## src/rtl/board_memory_arbiter.sv

```systemverilog
// Round-robin request/grant arbiter for the single-port 64-square board RAM.
// Grants bursts to one of four agents and flags when each agent's read data is on piece_read.
module board_memory_arbiter #(
    parameter int ADDR_W    = 6,
    parameter int DATA_W    = 4,
    parameter int MAX_BURST = 8
) (
    input  logic                  clk,
    input  logic                  reset,
    input  logic [3:0]            req,
    input  logic [4*ADDR_W-1:0]   addr_in,
    input  logic                  datapath_we,
    input  logic [DATA_W-1:0]     datapath_wdata,
    output logic [3:0]            gnt,
    output logic [1:0]            memory_manage,
    output logic [ADDR_W-1:0]     ram_addr,
    output logic                  ram_wren,
    output logic [DATA_W-1:0]     ram_wdata,
    output logic [3:0]            rd_valid,
    output logic                  busy
);

    typedef enum logic {IDLE = 1'b0, OWN = 1'b1} state_t;

    localparam logic [7:0] BURST_SAT  = 8'(MAX_BURST);
    localparam logic [7:0] BURST_LAST = 8'(MAX_BURST - 1);

    state_t      state_q, state_d;
    logic [3:0]  gnt_q, gnt_d;
    logic [3:0]  rd_valid_q, rd_valid_d;
    logic [1:0]  owner_q, owner_d;
    logic [1:0]  rr_q, rr_d;
    logic        busy_q, busy_d;
    logic [7:0]  burst_q, burst_d;

    logic        access;
    logic        is_write;
    logic        others_pending;
    logic        at_limit;
    logic [1:0]  winner;

    assign access         = (state_q == OWN) && req[owner_q];
    assign is_write       = access && (owner_q == 2'd2) && datapath_we;
    assign others_pending = |(req & ~gnt_q);
    // A solo owner saturates past the last slot, so compare with >= to still force release.
    assign at_limit       = burst_q >= BURST_LAST;

    always_comb begin : rr_search
        logic [1:0] idx;
        logic       found;
        idx    = rr_q;
        found  = 1'b0;
        winner = rr_q;
        for (int k = 0; k < 4; k++) begin
            idx = rr_q + 2'(k);
            if (!found && req[idx]) begin
                winner = idx;
                found  = 1'b1;
            end
        end
    end

    always_comb begin
        state_d    = state_q;
        gnt_d      = gnt_q;
        owner_d    = owner_q;
        rr_d       = rr_q;
        busy_d     = busy_q;
        burst_d    = burst_q;
        rd_valid_d = (access && !is_write) ? gnt_q : 4'b0000;
        case (state_q)
            IDLE: begin
                if (|req) begin
                    state_d = OWN;
                    gnt_d   = 4'b0001 << winner;
                    owner_d = winner;
                    busy_d  = 1'b1;
                    burst_d = 8'd0;
                end
            end
            OWN: begin
                if (!access || (at_limit && others_pending)) begin
                    state_d = IDLE;
                    gnt_d   = 4'b0000;
                    busy_d  = 1'b0;
                    rr_d    = owner_q + 2'd1;
                    burst_d = 8'd0;
                end else if (burst_q < BURST_SAT) begin
                    burst_d = burst_q + 8'd1;
                end
            end
            default: state_d = IDLE;
        endcase
    end

    always_ff @(posedge clk or posedge reset) begin
        if (reset) begin
            state_q    <= IDLE;
            gnt_q      <= 4'b0000;
            owner_q    <= 2'd0;
            rr_q       <= 2'd0;
            busy_q     <= 1'b0;
            burst_q    <= 8'd0;
            rd_valid_q <= 4'b0000;
        end else begin
            state_q    <= state_d;
            gnt_q      <= gnt_d;
            owner_q    <= owner_d;
            rr_q       <= rr_d;
            busy_q     <= busy_d;
            burst_q    <= burst_d;
            rd_valid_q <= rd_valid_d;
        end
    end

    assign gnt           = gnt_q;
    assign memory_manage = owner_q;
    assign busy          = busy_q;
    assign rd_valid      = rd_valid_q;
    assign ram_addr      = busy_q ? addr_in[owner_q*ADDR_W +: ADDR_W] : '0;
    assign ram_wren      = busy_q & gnt_q[2] & req[2] & datapath_we;
    assign ram_wdata     = datapath_wdata;

endmodule

```

## config.mk

```make
export PLATFORM = sky130hd
export DESIGN_NAME = board_memory_arbiter
export DESIGN_NICKNAME = d
export VERILOG_FILES = /design/src/rtl/board_memory_arbiter.sv
export SDC_FILE = /design/constraint.sdc
export NUM_CORES = 1
export LEC_CHECK = 0
export BUFFER_PORTS_ARGS = -buffer_cell sky130_fd_sc_hd__buf_2
export CAP_MARGIN = 20
export CORE_MARGIN = 2
export CORE_UTILIZATION = 48
export CTS_BUF_LIST = sky130_fd_sc_hd__clkbuf_8 sky130_fd_sc_hd__clkbuf_16
export DETAILED_ROUTE_END_ITERATION = 10
export HOLD_SLACK_MARGIN = 0.1
export PLACE_DENSITY_LB_ADDON = 0.12
export SKIP_LAST_GASP = 1
export SYNTH_ARGS = -nofsm -noshare
export SYNTH_HDL_FRONTEND = slang
export SYNTH_SLANG_ARGS = --single-unit
```

## constraint.sdc

```tcl
create_clock -name clk -period 2.39 [get_ports clk]
set_input_delay 0.239 -clock clk [delete_from_list [all_inputs] [get_ports clk]]
set_output_delay 0.239 -clock clk [all_outputs]
set_load 0.05 [all_outputs]
```

==> reports/qor_table.md, run 1 <==
| Metric | Reported |
|:---|:---|
| Detail-routed net length per standard cell | 15.02 µm |
| Root buffer cell | clkbuf_8 |
| Max-Slew Margin vs Limit | 46.49% |
| CTS H-tree depth | 1 |
| Die extent in x | 57.70 µm |
| GRT Total Usage | 20.02% |
| Number of nets still failing antenna checks after routing | 0 |
| Share of the core filled with cells | 60.75% |
| Setup crit start kind | flop |
| Most used DFF post-synth | dfrtp_1 |
| Data arrival time of the worst path | 1780 ps |
| Final clock period utilization by the worst path | 84.67% |
| RR Endpoint | gnt[3] |
| Cells after Synth | 134 |
| Number of synthesis warnings | 0 |
| Sequential share of the synthesized area | 39.78% |
| Worst Reg2Reg Path Length in Cells | 5 |
| CTS Sinks | 22 |
| Number of max-slew violations in the final report | 0 |
| Series of cell instances along the critical path | buf_4 > mux4_2 > and2_1 > buf_2 |
| Hold bufs inserted after CTS | 0 |
| Post-synthesis average cell area | 10.33 µm² |
| Static power due to leakage | 0.0008359 µW |
| Number of buffers inserted to repair setup after CTS | 0 |
| Mapped Area | 1384 µm² |
| Max Fclk | 494.2 MHz |
| Result of the run | complete, no violations |
| Highest ir drop seen on vdd | 0.0007813 V |
| Overall Power | 2094 µW |
| RSZ-0062 raised after global routing | false |
| Syn_nets | 171 |
| Fraction of layout cells with a size suffix above 1 | 41.11% |
| Min Clock Period, post-route | 2024 ps |
| Global placement routability congestion | 0.8988 |
| Netlist cell types | 45 |
| Number of vias per cell after detailed routing | 5.659 |
| Row count | 19 |
| Number of failing hold endpoints at the final stage | 0 |
| Wire length reported by the detailed router | 3170 µm |
| DRC violation total after the first TritonRoute iteration | 38 |
| Worst setup slack for register-to-register paths | 440 ps |
| Largest net degree at the start of global routing | 23 |
| Detailed-routing iteration count for the pre-antenna-repair pass | 4 |
| Antenna violations before repair | 0 |
| CTS Buf Count | 3 |
| Number of flops mapped to enable cells by yosys | 0 |
| Number of global-route vias before repair | 1161 |
| Worst reg2reg startpoint | burst_q[3] |
| Clock Latency Late Sink | 260 ps |
| Type of destination of the critical path | output port |
| Die Span Y | 57.70 µm |
| Antenna diode count | 0 |
| Highest net fanout along the worst path | 7 |
| Cells resized by post-CTS repair | 0 |
| Share of synthesized flip-flops with an asynchronous set or reset | 100.0% |
| TritonCTS clock tree | built |
| Area of the core | 2758 µm² |
| Global-route wire length before repair | 5106 µm |
| Count of max-cap constraint violations | 0 |
| Top-level I/O count | 57 |
| Clock Skew | 3.284 ps |
| Critical setup path kind | flop to output port |
| Max stage delay on crit path | 500 ps |
| # DRC | 0 |
| Clock buffer depth | 2 |
| Starting utilization of the core area | 50.18% |
| Worst EP required | 2150 ps |
| Pwr dens | 1250 nW/µm² |
| Quantity of I/O buffers inserted on ports | 48 |
| Number of nets at the end of the flow | 218 |
| Setup TNS | 0 ps |
| Sum of net half-perimeters after detailed placement | 2581 µm |
| Worst-Margin Slew | 801.8 ps |
| Hold_ws | 116.5 ps |
| Overall via count from detail_route | 1194 |
| Die footprint | 3329 µm² |
| Clock-pin transition on the worst setup and hold timing paths | 70 ps |
| Kind of path behind the tightest hold check | primary input to asynchronous set/reset pin |
| Slowest cell on the critical path | mux4_2 |
| Area added between synthesis and finish | 21.07% |
| Flip-flop and latch count after synthesis | 22 |
| Finish-stage setup viols | 0 |
| Gr ovfl total | 0 |
==> cells in the mapped netlist, types with 2 or more instances <==
cell type  number  area, µm²
dfrtp_1        22      550.5
and2_1         11      68.82
nor2_1         10      37.54
inv_1           7      26.28
nand2_1         7      26.28
a21oi_1         6      30.03
mux4_2          6      135.1
o21ai_0         6      30.03
buf_4           4      30.03
o22ai_1         4      25.02
a32o_1          3      30.03
and2b_2         3      26.28
and3_1          3      18.77
nor2b_1         3      18.77
o21ai_1         3      15.01
a2111oi_2       2      30.03
a41oi_1         2      17.52
ha_1            2      25.02
mux2i_1         2      20.02
or2_2           2      12.51
or3_1           2      12.51
==> kinds of logic (layout without fill, tap and decap cells) <==
kind of cell	Yosys count	in the layout	share of synthesized area, %
xor+xnor	2	2	1.266
mux	9	9	12.03
fa+ha+maj	2	2	1.808
compound gates	34	34	17.72
flops	22	22	39.78
buf+inv	15	61	6.057
simple gates	50	50	21.34
==> worst max-delay path by stage <==
stage	from	to	slack [ps]
2_1_floorplan	memory_manage[0]	gnt[0]	230
3_3_place_gp	burst_q[3]	burst_q[5]	540
3_5_place_dp	burst_q[3]	gnt[3]	490
4_1_cts	memory_manage[0]	ram_addr[4]	330
5_1_grt	memory_manage[0]	ram_addr[0]	290
6_report	memory_manage[0]	ram_addr[4]	370
==> routing by layer <==
metal	up-vias	routed length [µm]	share of wire, %	GRT usage, %
met2	28	1741	55	39.29
li1	579	-	-	-
met5	-	0	0	0
met4	0	31	0.98	4.983
met1	581	1242	39	21.61
met3	6	153	4.8	4.018
==> stage by stage <==
step | cell area (µm²) | instances | worst slack, ps
after CTS | 1675 | 211 | 332.8
after floorplan | 1384 | 134 | 229.1
final | 1675 | 211 | 366.3
after global placement | 1620 | 207 | 542.0
after detailed placement | 1620 | 207 | 485.6
after global routing | 1675 | 211 | 287.3
==> where the power goes <==
part | leakage [µW] | internal (µW) | switching, µW
registers | 0.000291 | 481 | 126
logic | 0.000516 | 428 | 799
clock network | 0.0000288 | 147 | 114
total | 0.000836 | 1060 | 1040
==> final cells by class <==
class                           instances  area, µm²
Multi-Input combinational cell         97      749.5
Inverter                                7      26.28
Timing Repair Buffer                   50      255.2
Tap cell                               31      38.79
Clock buffer                            4      55.05
Fill cell                             265       1082
Sequential cell                        22      550.5
==> critical path, delay by kind of cell (launching register included) <==
kind          cells  cell delay, ps
buf+inv           2             420
flops             1             440
mux               1             500
simple gates      1             160
==> cells in the final DEF (no fill, tap or decap), drive strengths merged, types with 2 or more instances in the layout <==
master   Yosys  final
buf          5     50
dfrtp       22     22
and2        11     11
nor2        10     10
o21ai        9      9
inv          7      7
nand2        7      7
a21oi        6      6
mux4         6      6
o22ai        4      4
clkbuf       3      4
and3         4      4
and2b        3      3
nor2b        3      3
a32o         3      3
or3          3      3
or2          2      2
a2111oi      2      2
mux2i        2      2
a41oi        2      2
ha           2      2
nor4         2      2
==> state kept, by name (all words and copies together), names as in the netlist <==
register and cells:
memory_manage 2, gnt 4, state_q 1, rr_q 2, burst_q 8, rd_valid 4, busy 1
(Power assumes the default switching activity.)
==> inputs of run 2 (changes only) <==
Clock period 2.39 ns to 2.1 ns, I/O delays scaled along.
==> reports/qor_table.md, run 2 (synthesis results as in run 1) <==
| Metric | Reported | vs previous |
|:---|:---|:---|
| Result of the run | complete, no violations |  |
| Wire length reported by the detailed router | 3366 µm | +6.2% |
| Cells resized by post-CTS repair | 0 | unchanged |
| Final clock period utilization by the worst path | 95.05% |  |
| CTS Buf Count | 3 | unchanged |
| Kind of path behind the tightest hold check | primary input to asynchronous set/reset pin |  |
| Gr ovfl total | 0 | unchanged |
| Area of the core | 2758 µm² | unchanged |
| Starting utilization of the core area | 50.18% | unchanged |
| Worst-Margin Slew | 795.6 ps | -6.128 ps |
| TritonCTS clock tree | built |  |
| DRC violation total after the first TritonRoute iteration | 45 | +18% |
| Root buffer cell | clkbuf_8 |  |
| Max Fclk | 501.0 MHz |  |
| Commonest cells after routing, fill and taps aside | buf_2, dfrtp_1, and2_1 |  |
| Type of destination of the critical path | flop |  |
| Timing startpoint of the critical path | burst_q[3] |  |
| Row count | 19 | unchanged |
| RR Endpoint | gnt[2] |  |
| Reg area | 551.8 µm² | +0.23% |
| Multi-input logic area | 749.5 µm² | unchanged |
| Slowest cell on the critical path | dfrtp_1 |  |
| Detail-routed net length per standard cell | 15.88 µm | +5.7% |
| Hold_ws | 85.47 ps | -30.98 ps |
| Clock-pin transition on the worst setup and hold timing paths | 80 ps | about the same |
| Count of max-cap constraint violations | 0 | unchanged |
| Setup crit start kind | flop |  |
| Number of vias per cell after detailed routing | 5.807 | +2.6% |
| Timing endpoint of the critical path | gnt[2] |  |
| RSZ-0062 raised after global routing | false |  |
| Die extent in x | 57.70 µm | unchanged |
| Pwr dens | 1416 nW/µm² | +13% |
| Number of gates on the worst path with buffers counted | 5 | +1 |
| Overall Power | 2385 µW | +14% |
| Number of nets at the end of the flow | 219 | +0.46% |
| Hold bufs inserted after CTS | 0 | unchanged |
| Antenna diode count | 0 | unchanged |
| CTS H-tree depth | 1 | unchanged |
| # DRC | 0 | unchanged |
| Die footprint | 3329 µm² | unchanged |
| Top-level I/O count | 57 | unchanged |
| Number of nets still failing antenna checks after routing | 0 | unchanged |
| Finish-stage setup viols | 0 | unchanged |
| Number of global-route vias before repair | 1139 | -1.9% |
| Cell family with most CP delay | simple AND/OR/NAND/NOR gates |  |
| Quantity of I/O buffers inserted on ports | 48 | unchanged |
| Worst EP required | 2300 ps | +150 ps |
| Global placement routability congestion | 0.9185 | +2.2% |
| Antenna violations before repair | 0 | unchanged |
| Clock Skew | 3.438 ps | +0.1545 ps |
| Clock Latency Late Sink | 270 ps | about the same |
| Global-route wire length before repair | 5216 µm | +2.2% |
| Worst Reg2Reg Path Length in Cells | 5 | unchanged |
| Max reg flops | 8 | unchanged |
| CTS Sinks | 22 | unchanged |
| Static power due to leakage | 0.0008388 µW | +0.36% |
| Most flop-heavy register | burst_q |  |
| Highest net fanout along the worst path | 5 | -2 |
| Max stage delay on crit path | 420 ps | -80 ps |
| Most common cell after layout, fill and taps aside | buf_2 |  |
| Final-layout fill cell count | 235 | -11% |
| Worst setup slack for register-to-register paths | 100 ps | -340 ps |
| Number of failing hold endpoints at the final stage | 0 | unchanged |
| Overall via count from detail_route | 1231 | +3.1% |
| Detailed-routing iteration count for the pre-antenna-repair pass | 6 | +2 |
| Setup TNS | 0 ps | unchanged |
| Number of max-slew violations in the final report | 0 | unchanged |
| Worst reg2reg startpoint | burst_q[3] |  |
| Critical setup path kind | flop to flop |  |
| Die Span Y | 57.70 µm | unchanged |
| Sum of net half-perimeters after detailed placement | 2491 µm | -3.5% |
| Min Clock Period, post-route | 1996 ps |  |
| Number of buffers inserted to repair setup after CTS | 0 | unchanged |
| Highest ir drop seen on vdd | 0.0009917 V | +27% |
| Area added between synthesis and finish | 21.70% |  |
| Series of cell instances along the critical path | or3_4 > nor4_1 > nor2_1 > o21ai_1 > a32o_1 |  |
| Max-Slew Margin vs Limit | 46.90% | +0.41 points |
| Largest net degree at the start of global routing | 23 | unchanged |
| Count of buffer and inverter cells on the critical path | 0 | -2 |
| Clock buffer depth | 2 | unchanged |
| Data arrival time of the worst path | 2200 ps | +420 ps |
| Fraction of layout cells with a size suffix above 1 | 41.99% | +0.88 points |
| GRT Total Usage | 20.86% | +0.84 points |
==> run 2: changes by cell type in the layout (fill, tap and decap cells not counted), sizes merged <==
cell and delta:
buf +1
==> run 2: worst reg2reg max path: cells and delay by family (launching register included) <==
kind | cells | cell delay (ps)
AOI/OAI and AO/OA | 2 | 560
DFF | 1 | 420
and+or+nand+nor | 3 | 950
==> run 2: cell type report <==
class                      count  area share [%]
multi-input combinational     97           44.50
tap                           31           2.303
inverter                       7           1.560
sequential                    22           32.76
timing repair buffer          51           15.60
clock buffer                   4           3.269
==> run 2: metal layers <==
layer | vias to the layer above | routed length, µm | track usage, %
li1 | 589 | - | -
met1 | 573 | 1310 | 24.52
met2 | 61 | 1710 | 34.74
met3 | 8 | 283 | 6.027
met4 | 0 | 61 | 10.63
met5 | - | 0 | 0
==> run 2: how the worst min path moves through the flow <==
stage	slack [ps]	end	cells after the start
final	90	gnt[0]	2
after global routing	160	gnt[0]	2
after CTS	120	gnt[0]	2
after detailed placement	410	gnt[0]	2
after global placement	390	state_q	2
after floorplan	200	burst_q[0]	1
==> run 2: metrics by stage <==
step	setup WS [ps]	std cells	cell area (µm²)	utilization [%]
floorplan	79.57	134	1385	-
global placement	263.1	208	1629	59.07
detailed placement	227.1	208	1629	59.07
CTS	126.4	212	1684	61.07
global route	27.55	212	1684	61.07
finish	104.0	212	1684	61.07
==> run 2: power breakdown <==
part | internal, µW | switching, µW | total [µW] | leakage, µW
logic | 486 | 907 | 1390 | 0.000520
clock network | 167 | 140 | 307 | 0.0000288
registers | 549 | 135 | 684 | 0.000290
total | 1200 | 1180 | 2390 | 0.000839
==> inputs of run 3 (changes only) <==
Settings changed: GPL_TIMING_DRIVEN from default to 1, SETUP_SLACK_MARGIN from default to 0.4.
==> reports/qor_table.md, run 3 (synthesis results as in run 1) <==
| Metric | Reported | vs previous |
|:---|:---|:---|
| Min Clock Period, post-route | 1839 ps | -156.8 ps |
| Worst-Margin Slew | 803.7 ps | +8.025 ps |
| Most common cell after layout, fill and taps aside | buf_2 |  |
| Number of global-route vias before repair | 1277 | +12% |
| # DRC | 0 | unchanged |
| Number of nets at the end of the flow | 223 | +1.8% |
| Worst setup slack for register-to-register paths | 270 ps | +170 ps |
| Root buffer cell | clkbuf_8 |  |
| Worst reg2reg startpoint | burst_q[4] |  |
| Clock-pin transition on the worst setup and hold timing paths | 80 ps | about the same |
| Area added between synthesis and finish | 39.51% |  |
| Hold bufs inserted after CTS | 0 | unchanged |
| Sum of net half-perimeters after detailed placement | 2542 µm | +2.1% |
| Most flop-heavy register | burst_q |  |
| Worst EP required | 1890 ps | -410 ps |
| Global-route wire length before repair | 5554 µm | +6.5% |
| Timing startpoint of the critical path | memory_manage[0] |  |
| Final-layout fill cell count | 208 | -11% |
| Hold_ws | 92.27 ps | +6.798 ps |
| Clock Latency Late Sink | 260 ps | about the same |
| Critical setup path kind | flop to output port |  |
| Max Fclk | 543.7 MHz | +8.5% |
| Die extent in x | 57.70 µm | unchanged |
| Setup crit start kind | flop |  |
| Finish-stage setup viols | 0 | unchanged |
| Kind of path behind the tightest hold check | primary input to asynchronous set/reset pin |  |
| Setup TNS | 0 ps | unchanged |
| Largest net degree at the start of global routing | 23 | unchanged |
| CTS Sinks | 22 | unchanged |
| Wire length reported by the detailed router | 3471 µm | +3.1% |
| Number of max-slew violations in the final report | 0 | unchanged |
| Clock buffer depth | 2 | unchanged |
| Count of max-cap constraint violations | 0 | unchanged |
| GRT Total Usage | 21.32% | +0.46 points |
| Max-Slew Margin vs Limit | 46.36% | -0.54 points |
| Commonest cells after routing, fill and taps aside | buf_2, dfrtp_1, nor2_1 |  |
| RSZ-0062 raised after global routing | true |  |
| Detail-routed net length per standard cell | 16.07 µm | +1.2% |
| Timing endpoint of the critical path | ram_addr[2] |  |
| Row count | 19 | unchanged |
| Global placement routability congestion | 0.7689 | -16% |
| RR Endpoint | burst_q[5] |  |
| Highest ir drop seen on vdd | 0.001080 V | +8.9% |
| Final clock period utilization by the worst path | 87.58% | -7.5 points |
| Gr ovfl total | 0 | unchanged |
| Number of nets still failing antenna checks after routing | 0 | unchanged |
| Top-level I/O count | 57 | unchanged |
| Area of the core | 2758 µm² | unchanged |
| Result of the run | complete, no violations |  |
| Highest net fanout along the worst path | 7 | +2 |
| Type of destination of the critical path | output port |  |
| TritonCTS clock tree | built |  |
| CTS Buf Count | 3 | unchanged |
| Clock Skew | 5.176 ps | +1.738 ps |
| Fraction of layout cells with a size suffix above 1 | 54.59% | +13 points |
| CTS H-tree depth | 1 | unchanged |
| Static power due to leakage | 0.0009047 µW | +7.8% |
| Worst Reg2Reg Path Length in Cells | 5 | unchanged |
| Die Span Y | 57.70 µm | unchanged |
| Pwr dens | 1503 nW/µm² | +6.1% |
| Antenna diode count | 0 | unchanged |
| Max reg flops | 8 | unchanged |
| Number of vias per cell after detailed routing | 5.954 | +2.5% |
| Data arrival time of the worst path | 1630 ps | -570 ps |
| Starting utilization of the core area | 50.18% | unchanged |
| Number of failing hold endpoints at the final stage | 0 | unchanged |
| Die footprint | 3329 µm² | unchanged |
| Overall via count from detail_route | 1286 | +4.5% |
| Quantity of I/O buffers inserted on ports | 48 | unchanged |
| DRC violation total after the first TritonRoute iteration | 53 | +18% |
| Detailed-routing iteration count for the pre-antenna-repair pass | 6 | unchanged |
| Antenna violations before repair | 0 | unchanged |
run 3: cell count changes in the layout (fill, tap and decap cells not counted), moves of 5 or more:
cell | before | now
and2_1 | 11 | 5
dfrtp_1 | 21 | 16
buf_8 | 0 | 6
and2_4 | 0 | 6
buf_2 | 48 | 42
dfrtp_2 | 1 | 6
run 3: report_power, final:
part | internal, µW | leakage (µW) | switching [µW]
Combinational | 758 | 0.000586 | 1010
Sequential | 556 | 0.000283 | 187
Clock | 254 | 0.0000357 | 133
run 3: layout make-up:
type	count	area, µm²	area share (%)
Multi-Input combinational cell	98	887.1	45.95
Sequential cell	22	558.0	28.90
Timing Repair Buffer	54	349.1	18.08
Clock buffer	3	41.29	2.139
Tap cell	31	38.79	2.009
Clock inverter	1	30.03	1.555
Inverter	7	26.28	1.361
run 3: worst min-delay path by stage:
stage | startpoint | endpoint | slack, ps | cells past startpoint
global placement | reset | burst_q[7] | 400 | 2
floorplan | reset | burst_q[0] | 200 | 1
global route | reset | burst_q[5] | 170 | 2
detailed placement | reset | rd_valid[0] | 410 | 2
finish | reset | burst_q[7] | 90 | 2
CTS | reset | burst_q[7] | 120 | 2
run 3: metal layers:
| metal | up-vias | routed length (µm) | GRT usage (%) |
|---|---|---|---|
| met5 | - | 0 | 0 |
| met4 | 0 | 32 | 8.638 |
| met3 | 6 | 247 | 3.348 |
| met2 | 65 | 1780 | 36.04 |
| met1 | 622 | 1412 | 27.43 |
| li1 | 593 | - | - |
run 3: metrics by stage:
stage | total power (µW) | util, % | area (µm²) | setup slack [ps] | instances
floorplan | 1914 | - | 1463 | 355.7 | 134
global placement | 2146 | 60.62 | 1672 | 314.6 | 205
detailed placement | 2190 | 60.62 | 1672 | 280.6 | 205
CTS | 2862 | 67.74 | 1868 | 260.6 | 212
global route | 3044 | 70.01 | 1931 | 186.1 | 216
finish | 2902 | 70.01 | 1931 | 260.8 | 216
run 3: what timing repair did:
| item | 4_1_cts | 5_1_grt |
|---|---|---|
| setup endpoints to repair | 22 | 26 |
| cloned | 1 | 0 |
| pin swaps | 5 | 8 |
| resized for setup | 29 | 6 |
| setup buffers | 2 | 4 |
run 3: critical path, stage by stage, from the launching register on:
cell and delay [ps]:
dfrtp_2 510, mux4_2 540, and2_4 180, buf_8 140
